### config.mk
export PLATFORM = sky130hd
export DESIGN_NAME = spike_rate_decoder
export DESIGN_NICKNAME = d
export VERILOG_FILES = /design/src/rtl/spike_rate_decoder.sv
export SDC_FILE = /design/constraint.sdc
export NUM_CORES = 1
export LEC_CHECK = 0
export ABC_AREA = 1
export CAP_MARGIN = 0
export CORE_MARGIN = 5
export CORE_UTILIZATION = 25
export DETAILED_ROUTE_END_ITERATION = 8
export DONT_BUFFER_PORTS = 1
export GPL_TIMING_DRIVEN = 0
export PLACE_DENSITY = 0.5
export SYNTH_ARGS = -nofsm -noshare
export SYNTH_HDL_FRONTEND = slang
export SYNTH_SLANG_ARGS = --single-unit
### constraint.sdc
create_clock -name clk -period 1.2 [get_ports clk]
set_input_delay 0.24 -clock clk [delete_from_list [all_inputs] [get_ports clk]]
set_output_delay 0.24 -clock clk [all_outputs]
set_load 0.01 [all_outputs]
### src/rtl/spike_rate_decoder.sv
// Spike rate decoder: counts rising edges of spike_in over a programmable
// window of sample cycles and reports the count, the last inter-spike
// interval and a saturation flag, held under a valid/ready handshake.
module spike_rate_decoder #(
    parameter int WIN_W = 10,
    parameter int CNT_W = 8
) (
    input  logic             clk,
    input  logic             rst,
    input  logic             enable,
    input  logic             spike_in,
    input  logic [WIN_W-1:0] win_len,
    output logic [CNT_W-1:0] rate_out,
    output logic [CNT_W-1:0] isi_out,
    output logic             overflow,
    output logic             out_valid,
    input  logic             out_ready,
    output logic             busy
);

    typedef enum logic [1:0] {IDLE, COUNT, HOLD} state_t;

    localparam logic [CNT_W-1:0] CNT_MAX = '1;
    localparam logic [CNT_W-1:0] CNT_ONE = {{(CNT_W-1){1'b0}}, 1'b1};
    localparam logic [WIN_W:0]   WIN_ONE = {{WIN_W{1'b0}}, 1'b1};

    state_t           state_q, state_d;
    logic             prev_q;
    logic [WIN_W:0]   win_q;     // sample cycles left, one extra bit for 2^WIN_W
    logic [CNT_W-1:0] cnt_q;
    logic [CNT_W-1:0] gap_q;     // index distance from the last edge to the current cycle
    logic [CNT_W-1:0] isi_q;
    logic             ovf_q;
    logic             seen_q;    // at least one edge already in this window
    logic [CNT_W-1:0] rate_q, isi_out_q;
    logic             ovf_out_q;

    logic             spike_edge;
    logic             load;
    logic             last;
    logic [WIN_W:0]   win_full;
    logic [CNT_W-1:0] cnt_d, gap_d, isi_d;
    logic             ovf_d, seen_d;

    assign spike_edge = spike_in & ~prev_q;
    assign win_full   = (win_len == '0) ? {1'b1, {WIN_W{1'b0}}} : {1'b0, win_len};
    assign load       = enable & ((state_q == IDLE) | ((state_q == HOLD) & out_ready));
    assign last       = (state_q == COUNT) & enable & (win_q == WIN_ONE);

    assign rate_out = rate_q;
    assign isi_out  = isi_out_q;
    assign overflow = ovf_out_q;

    // State register
    always_ff @(posedge clk) begin
        if (!rst) state_q <= IDLE;
        else      state_q <= state_d;
    end

    // Next-state logic; dropping enable aborts a window in progress
    always_comb begin
        state_d = state_q;
        case (state_q)
            IDLE:    if (enable) state_d = COUNT;
            COUNT: begin
                if (!enable)   state_d = IDLE;
                else if (last) state_d = HOLD;
            end
            HOLD:    if (out_ready) state_d = enable ? COUNT : IDLE;
            default: state_d = IDLE;
        endcase
    end

    // Status outputs decoded from state
    always_comb begin
        out_valid = (state_q == HOLD);
        busy      = (state_q == COUNT);
    end

    // Per-sample update of count, interval and overflow, including the current edge
    always_comb begin
        cnt_d  = cnt_q;
        gap_d  = (gap_q == CNT_MAX) ? CNT_MAX : gap_q + CNT_ONE;
        isi_d  = isi_q;
        ovf_d  = ovf_q;
        seen_d = seen_q | spike_edge;
        if (spike_edge) begin
            gap_d = CNT_ONE;
            if (seen_q) isi_d = gap_q;
            if (cnt_q == CNT_MAX) ovf_d = 1'b1;
            else                  cnt_d = cnt_q + CNT_ONE;
        end
    end

    // Window datapath; results latch only on the final sample cycle
    always_ff @(posedge clk) begin
        if (!rst) begin
            prev_q    <= 1'b0;
            win_q     <= '0;
            cnt_q     <= '0;
            gap_q     <= '0;
            isi_q     <= '0;
            ovf_q     <= 1'b0;
            seen_q    <= 1'b0;
            rate_q    <= '0;
            isi_out_q <= '0;
            ovf_out_q <= 1'b0;
        end else begin
            prev_q <= spike_in;
            if (load) begin
                win_q  <= win_full;
                cnt_q  <= '0;
                gap_q  <= '0;
                isi_q  <= '0;
                ovf_q  <= 1'b0;
                seen_q <= 1'b0;
            end else if (state_q == COUNT) begin
                win_q  <= win_q - WIN_ONE;
                cnt_q  <= cnt_d;
                gap_q  <= gap_d;
                isi_q  <= isi_d;
                ovf_q  <= ovf_d;
                seen_q <= seen_d;
                if (last) begin
                    rate_q    <= cnt_d;
                    isi_out_q <= isi_d;
                    ovf_out_q <= ovf_d;
                end
            end
        end
    end

endmodule

---- After elaboration in Yosys (flattened, before gate mapping) ----
Index checks and enable logic that the tools add are counted.
operators by class
  reductions and logical operators ........ 6
  eq/ne operators ......................... 8
  mux-type cells .......................... 17
  add/sub/neg operators ................... 3
  bitwise logic cells ..................... 10
operators by type and width
  operator                                             number
  two-way mux 8 bit                                    6
  two-way mux 11 bit                                   3
  adder 8 x 1 -> 8 bit (second input constant)         2
  == test 8 bit (second input constant)                2
  == test 11 x 1 -> 1 bit (second input constant)      1
  subtractor 11 x 1 -> 11 bit (second input constant)  1
  logical NOT 10 bit                                   1
  two-way mux 2 bit                                    4
  one-hot mux 2 bit (3 select lines)                   1
  AND reduction 3 bit                                  2
  AND 1 bit                                            5
  two-way mux 1 bit                                    3
  != test 3 x 2 -> 1 bit (second input constant)       1
  inverter 1 bit                                       3
  == test 2 x 1 -> 1 bit (second input constant)       1
  == test 2 bit (second input constant)                1
  logical NOT 2 bit                                    1
  != test 2 x 1 -> 1 bit (second input constant)       1
  != test 2 bit (second input constant)                1
  bitwise OR 1 bit                                     2
  nonzero test 2 bit                                   1
  OR reduction 2 bit                                   1
storage, ports and cells
  bits of input ports ..................... 15
  logic and storage cells ................. 55
  output and inout bits ................... 19
  bits in registers ....................... 57

---- Logic depth before layout (Yosys ltp) ----
Gate-level depths: netlist (run 1).
  depth after elaboration ................. 6
  mapped depth ............................ 10
  depth with buffers taken out ............ 9

---- Least setup slack after synthesis (run 1) ----
No wires, ideal clock.
  path kind ............................... register to register
  start ................................... reg cnt_q[1]
  end ..................................... reg cnt_q[2]
  setup slack ............................. -0.101 ns
  data arrival time ....................... 1.186 ns
  stages on the path, launching flop included .. 9
  required time ........................... 1.085 ns
  path through ............................ dfxtp_1 ha_1 nand2_1 nor2_1 nand2_2 nand4_1 nand2_1 o21ai_0 inv_1
on the way
  longest elaborated chain between the ends .. 3
ends and longest elaborated chain
  item                                                          line    source
  start, declared                                               30      logic [CNT_W-1:0] cnt_q;
  start signal, assigned                                        119     cnt_q <= cnt_d;
  adder 8 x 1 -> 8 bit / == test 8 bit (equally long branches)  91, 90
  two-way mux 8 bit *                                           90      if (cnt_q == CNT_MAX) ovf_d = 1'b1;
  two-way mux 8 bit *                                           87      if (spike_edge) begin
Every way passes the cells marked *; elsewhere a longest branch is shown, timed or not.
A chain may end at the register's enable or synchronous reset.

---- Final worst setup path (run 1) ----
  start ................................... reg win_q[1]
  end ..................................... reg isi_out_q[6], in the netlist isi_out[6]
on the way
  longest elaborated chain between the ends .. 3
ends and longest elaborated chain
  item                                  line  source
  start, declared                       29    logic [WIN_W:0] win_q;
  start signal, assigned                111   win_q <= win_full;
  start signal, assigned                118   win_q <= win_q - WIN_ONE;
  == test 11 x 1 -> 1 bit               48    assign last = (state_q == COUNT) & enable & (win_q == WIN_ONE);
  AND 1 bit                             48
  AND reduction 3 bit (no source line)  n/a
  end signal, assigned                  126   isi_out_q <= isi_d;
  end, declared                         35    logic [CNT_W-1:0] rate_q, isi_out_q;
Every way passes these cells.

==> out/metrics.csv, run 1 <==
metric;value;unit
status;finished with violations;
violations;negative setup slack;
period_minus_slack;1360;ps
slowest_delay;300;ps
grt_max_degree;11;
max_slew_margin;0.551;
path_depth;8;
die-area;0.0148;mm^2
synth_fa_ha_area_frac;0.0161;
ir_drop;0.000853;V
hp-class;in -> reg;
syn_area_per_cell;6.79;um^2
die_h;122;um
seq_area_frac_synth;0.367;
ant_nets;0;
netlist-cell-type-count;30;
layout_common_cells;nand2_1, inv_1, dfxtp_1;
ff_latch_area;0.00118;mm^2
drt_wl_total;9.66;mm
antenna_found_initial;0;
synthCells;458;
io_buffers;0;
cellPowerDensity;1270;mW/mm^2
min_path_cells;2;
crit_fanout;5;
hold_viol;0;
synthTopCellsByArea;dfxtp_1, nand2_1, inv_1, nor2_1, nand3_1;
die_x;122;um
antennaDiodeCount;0;
cp_num_buf_inv;2;
viasPerCell;4.62;
synth_nets;477;
drive_above_1_share;0.417;
power_frac_clock;0.448;
final_common_cell;nand2_1;
netSwitchingFraction;0.279;
clock_latency;330;ps
internal_power;4.27;mW
grt-ovfl-total;0;
yosysTopAreaCellShare;0.367;
skew;4.44;ps
yosys.area.top_type;dfxtp_1;
critical_path_class;reg -> reg;
multi_input_area;0.00208;mm^2
period_share;1.13;
synth_xor_area_frac;0.0169;
rsz0062_at_grt;true;
io_pins;34;
synth_top_family_by_area;simple AND/OR/NAND/NOR gates;
placed_cell_area;0.00334;mm^2
path_cells;inv_2 -> ha_4 -> nand2_2 -> nor2_4 -> nand3_4 -> buf_12 -> o21ai_4 -> a21oi_2;
placementRows;40;
nFillCells;1250;
crit_required;1420;ps
muxShareOfSynthArea;0;
drt_iter0_markers;134;
grtUsageTotal;0.133;
slowest_stage;dfxtp_1;
yosysWarnings;0;
cp-end-kind;register;
synth_compound_area_frac;0.164;
area_delta_synth_final;50.6;%
initial_utilization;0.257;
cts-root-buf;clkbuf_16;
final_area;0.00468;mm^2
first_global_vias;3088;
grt_pass1_wl;15.3;mm
ys_seq_elements;57;
fin_ws;-160;ps
fmax;0.735;GHz
cp-start-kind;register;
setup-violations-final;47;
critPathArrivalTime;1580;ps
slew_violations;0;
hpwl;6.12;mm
syn_area;0.00311;mm^2
cap_violations;0;
drt-pass1-iter-count;4;
power_frac_comb;0.203;
htreeDepth;3;
critPathTopFamily;simple AND/OR/NAND/NOR gates;
finalPower;5.92;mW
avgRoutedWirePerCell;14.1;um
synth-simple-area-share;0.309;
rr_worst_depth;8;
final_net_count;530;
dp_slack;-271;ps
p_switching;1.65;mW
cts_tree;done;
clkTransAtPathRegs;50;ps
clkSinkCount;57;
leakage;1.99;nW
gp_congestion;0.828;
via_count;3159;
worst_slew_pin_slew;673;ps
design.core.area;0.0121;mm^2
cts_buffers;9;
cts_max_path_buffers;2;
power_frac_seq;0.349;
drc;0;
==> synthesized netlist by cell type (all sizes together) <==
library cell	count
dfxtp	57
nand4	5
nor3	3
o211ai	1
nand2	98
ha	4
buf	13
or2	1
o221ai	2
a31oi	2
nand3	38
nor2	62
xor2	6
inv	77
o22ai	3
o21ai	47
clkbuf	2
a21oi	37
==> final cells by class <==
| cell class | instances | area share |
|---|---|---|
| multi-input cells | 309 | 0.445 |
| flip-flops and latches | 57 | 0.252 |
| repair buffers | 42 | 0.0909 |
| inverters | 77 | 0.0660 |
| clock buffers | 14 | 0.0585 |
| well taps | 168 | 0.0449 |
| plain buffers | 15 | 0.0358 |
| clock inverters | 2 | 0.00748 |
==> metrics by stage <==
stage | util | hold slack [ps] | setup TNS, ps | std cells
final | 0.387 | 76.3 | -3750 | 684
after CTS | 0.355 | 72.9 | -3140 | 674
after global routing | 0.387 | 76.5 | -7550 | 684
after floorplan | - | 333 | -29.9 | 458
after detailed placement | 0.276 | 342 | -7260 | 626
after global placement | 0.276 | 337 | -6510 | 626
==> kinds of logic (layout without fill, tap and decap cells) <==
logic type,count (synthesis),count (layout)
flops,57,57
xor+xnor,6,6
buf+inv,92,150
simple gates,207,207
fa+ha+maj,4,4
compound gates,92,92
==> final timing paths <==
check	start	endpoint	slack [ps]
worst max register to register	win_q[1]	isi_out[6]	-160
worst min-delay path	win_len[6]	win_q[6]	80
worst min register to register	gap_q[3]	gap_q[3]	490
worst max-delay path	win_q[1]	isi_out[6]	-160
==> power groups by stage <==
| stage | sequential (mW) | combinational [mW] | clock (mW) |
|---|---|---|---|
| after CTS | 2.06 | 0.957 | 2.71 |
| after global placement | 2.09 | 0.687 | 0 |
| after global routing | 2.07 | 1.31 | 2.80 |
| final | 2.07 | 1.20 | 2.65 |
| after detailed placement | 2.10 | 0.697 | 0 |
| after floorplan | 2.08 | 0.550 | 0 |
==> metal layers <==
metal / global-route usage / vias to the layer above / wire length (um)
li1: - / 1576 / -
met1: 0.160 / 1513 / 4290
met2: 0.229 / 59 / 4720
met3: 0.0424 / 11 / 540
met4: 0.0378 / 0 / 107
met5: 0 / - / 0
==> sequential cells by signal, summed over array words and instances (netlist names) <==
register	count
win_q	11
cnt_q	8
gap_q	8
isi_out	8
isi_q	8
rate_out	8
state_q	2
overflow	1
ovf_q	1
prev_q	1
seen_q	1
==> what timing repair did <==
item	in CTS	in global routing
pin swaps	37	42
hold buffers	1	0
gates cloned	4	1
resized for setup	108	92
setup endpoints to repair	54	57
hold endpoints to repair	1	0
buffers inserted	27	10
Power figures use the tool's default switching activity.
==> run 2, diff against run 1 <==
--- a/config.mk
+++ b/config.mk
@@ -7,12 +7,15 @@
 export LEC_CHECK = 0
 export ABC_AREA = 1
 export CAP_MARGIN = 0
+export CELL_PAD_IN_SITES_DETAIL_PLACEMENT = 0
+export CELL_PAD_IN_SITES_GLOBAL_PLACEMENT = 2
+export CORE_ASPECT_RATIO = 0.7
 export CORE_MARGIN = 5
 export CORE_UTILIZATION = 25
 export DETAILED_ROUTE_END_ITERATION = 8
 export DONT_BUFFER_PORTS = 1
 export GPL_TIMING_DRIVEN = 0
-export PLACE_DENSITY = 0.5
+export PLACE_DENSITY = 0.72
 export SYNTH_ARGS = -nofsm -noshare
 export SYNTH_HDL_FRONTEND = slang
 export SYNTH_SLANG_ARGS = --single-unit
==> run 2 against run 1 <==
Against the previous run:
- the run still ends with negative setup slack left
- flip-flop and latch count unchanged
- cell area up 1.8%
- clock-buffer cell count fell by 3
- worst hold slack got worse by 64 ps
- setup slack got worse by 26 ps
- critical path type unchanged
- die area grew 0.24%
- non-clock buffer count did not move
==> out/metrics.csv, run 2 (synthesized netlist as in run 1, its figures left out) <==
metric;value;unit;change
period_minus_slack;1390;ps;+26.2 ps
final_net_count;530;;unchanged
die_h;103;um;-15%
cts_hold_buffers;0;;-1
htreeDepth;3;;unchanged
avgRoutedWirePerCell;15.3;um;+8.6%
ff_latch_area;0.00118;mm^2;+0.11%
fin_ws;-186;ps;-26.2 ps
io_pins;34;;unchanged
period_share;1.16;;+0.0218
cts_buffers;9;;unchanged
crit_fanout;5;;unchanged
first_global_vias;2831;;-8.3%
whs;12.3;ps;-64.0 ps
ant_nets;0;;unchanged
ir_drop;0.000733;V;-14%
hp-class;in -> reg;;
initial_utilization;0.253;;-0.00381
slew_violations;0;;unchanged
placed_cell_area;0.00333;mm^2;-0.22%
whs_endpoint;prev_q;;
setup_tns;-5470;ps;-1720 ps
slowest_delay;320;ps;+20 ps
nFillCells;1257;;+0.56%
cts_max_path_buffers;2;;unchanged
stdcell_count;678;;-0.88%
path_cells;inv_4 -> ha_4 -> nand2_4 -> nor2_4 -> nand3_4 -> clkbuf_16 -> o21ai_4 -> a21oi_2;;
drt_wl_total;10.4;mm;+7.6%
critical_path_class;reg -> reg;;
reg2reg_slack;-190;ps;-30 ps
cp-start-kind;register;;
violations;negative setup slack;;
clock_latency;330;ps;about the same
grt_pass1_wl;15.4;mm;+0.90%
slowest_stage;dfxtp_2;;
drt_iter0_markers;187;;+40%
rsz0062_at_grt;true;;
cap_violations;0;;unchanged
placementRows;34;;-15%
rr_worst_depth;8;;unchanged
final_area;0.00477;mm^2;+1.8%
multi_input_area;0.00207;mm^2;-0.66%
grt_max_degree;11;;unchanged
skew;7.13;ps;+2.69 ps
drive_above_1_share;0.419;;+0.00194
design.core.area;0.0123;mm^2;+1.5%
hpwl;6.64;mm;+8.5%
worstHoldStart;spike_in;;
critPathArrivalTime;1610;ps;+30 ps
critPathTopFamily;simple AND/OR/NAND/NOR gates;;
setup-violations-final;50;;+6.4%
grt-ovfl-total;0;;unchanged
die-area;0.0148;mm^2;+0.24%
die_x;143;um;+18%
clkTransAtPathRegs;60;ps;about the same
fmax;0.721;GHz;-1.9%
hold_viol;0;;unchanged
drt-pass1-iter-count;4;;unchanged
grtUsageTotal;0.137;;+0.00360
largest-register;win_q;;
area_delta_synth_final;53.3;%;
r2r_start;win_q[1];;
leakage;2.04;nW;+2.2%
drc;0;;unchanged
gp_congestion;0.768;;-7.3%
io_buffers;0;;unchanged
cts-root-buf;clkbuf_16;;
final_common_cell;nand2_1;;
reg2reg_to;isi_out[6];;
cp-end-kind;register;;
antenna_found_initial;0;;unchanged
cp_num_buf_inv;2;;unchanged
crit_required;1420;ps;about the same
largest_register_ffs;11;;unchanged
max_slew_margin;0.488;;-0.0636
status;finished with violations;;
min_path_cells;2;;unchanged
antennaDiodeCount;0;;unchanged
via_count;3104;;-1.7%
cts_tree;done;;
viasPerCell;4.58;;-0.87%
cellPowerDensity;1230;mW/mm^2;-2.8%
worst_slew_pin_slew;769;ps;+95.4 ps
clkSinkCount;57;;unchanged
post-place-cells;620;;-0.96%
layout_common_cells;nand2_1, inv_1, dfxtp_1;;
run 2: per-layer routing:
| layer | up-vias | share of wire | global-route usage |
|---|---|---|---|
| li1 | 1577 | - | - |
| met1 | 1479 | 0.53 | 0.205 |
| met2 | 46 | 0.43 | 0.193 |
| met3 | 2 | 0.036 | 0.0400 |
| met4 | 0 | 0.0019 | 0.0318 |
| met5 | - | 0 | 0 |
run 2: layout make-up:
class                           instances  share of cell area
Multi-Input combinational cell        309               0.434
Sequential cell                        57               0.248
Timing Repair Buffer                   42               0.106
Inverter                               77              0.0685
Clock buffer                           11              0.0509
Tap cell                              162              0.0425
Buffer                                 15              0.0388
Clock inverter                          5              0.0115
run 2: power breakdown:
part | internal [mW] | switching, mW
combinational | 0.521 | 0.697
clock | 1.66 | 0.916
sequential | 1.98 | 0.0952
run 2: worst max-delay path by stage:
| stage | start | to | slack (ps) | depth (start not counted) |
|---|---|---|---|---|
| finish | win_q[1] | isi_out[6] | -190 | 8 |
| global route | win_q[1] | isi_out[0] | -250 | 8 |
| CTS | win_q[1] | isi_out[2] | -160 | 8 |
| detailed placement | gap_q[0] | gap_q[1] | -330 | 7 |
| global placement | gap_q[0] | gap_q[1] | -310 | 7 |
| floorplan | win_q[1] | isi_out[2] | -10 | 8 |
run 2: through the flow:
stage / utilization / setup slack (ps) / total power, mW
after global placement: 0.271 / -305 / 2.81
after detailed placement: 0.271 / -334 / 2.82
final: 0.388 / -186 / 5.86
after CTS: 0.338 / -158 / 5.62
after global routing: 0.388 / -253 / 6.11
after floorplan: - / -15.0 / 2.63
run 2: repair_timing:
action	CTS	global route
setup endpoints to repair	53	56
pin swaps	29	46
cloned	3	3
setup buffers	15	22
hold endpoints to repair	0	0
resized for setup	109	93
==> run 3, diff against run 2 <==
--- a/config.mk
+++ b/config.mk
@@ -12,6 +12,7 @@
 export CORE_ASPECT_RATIO = 0.7
 export CORE_MARGIN = 5
 export CORE_UTILIZATION = 25
+export CTS_CLUSTER_SIZE = 24
 export DETAILED_ROUTE_END_ITERATION = 8
 export DONT_BUFFER_PORTS = 1
 export GPL_TIMING_DRIVEN = 0
==> results of run 3 <==
The final DEF is identical to that of run 2; final timing and power are the same.
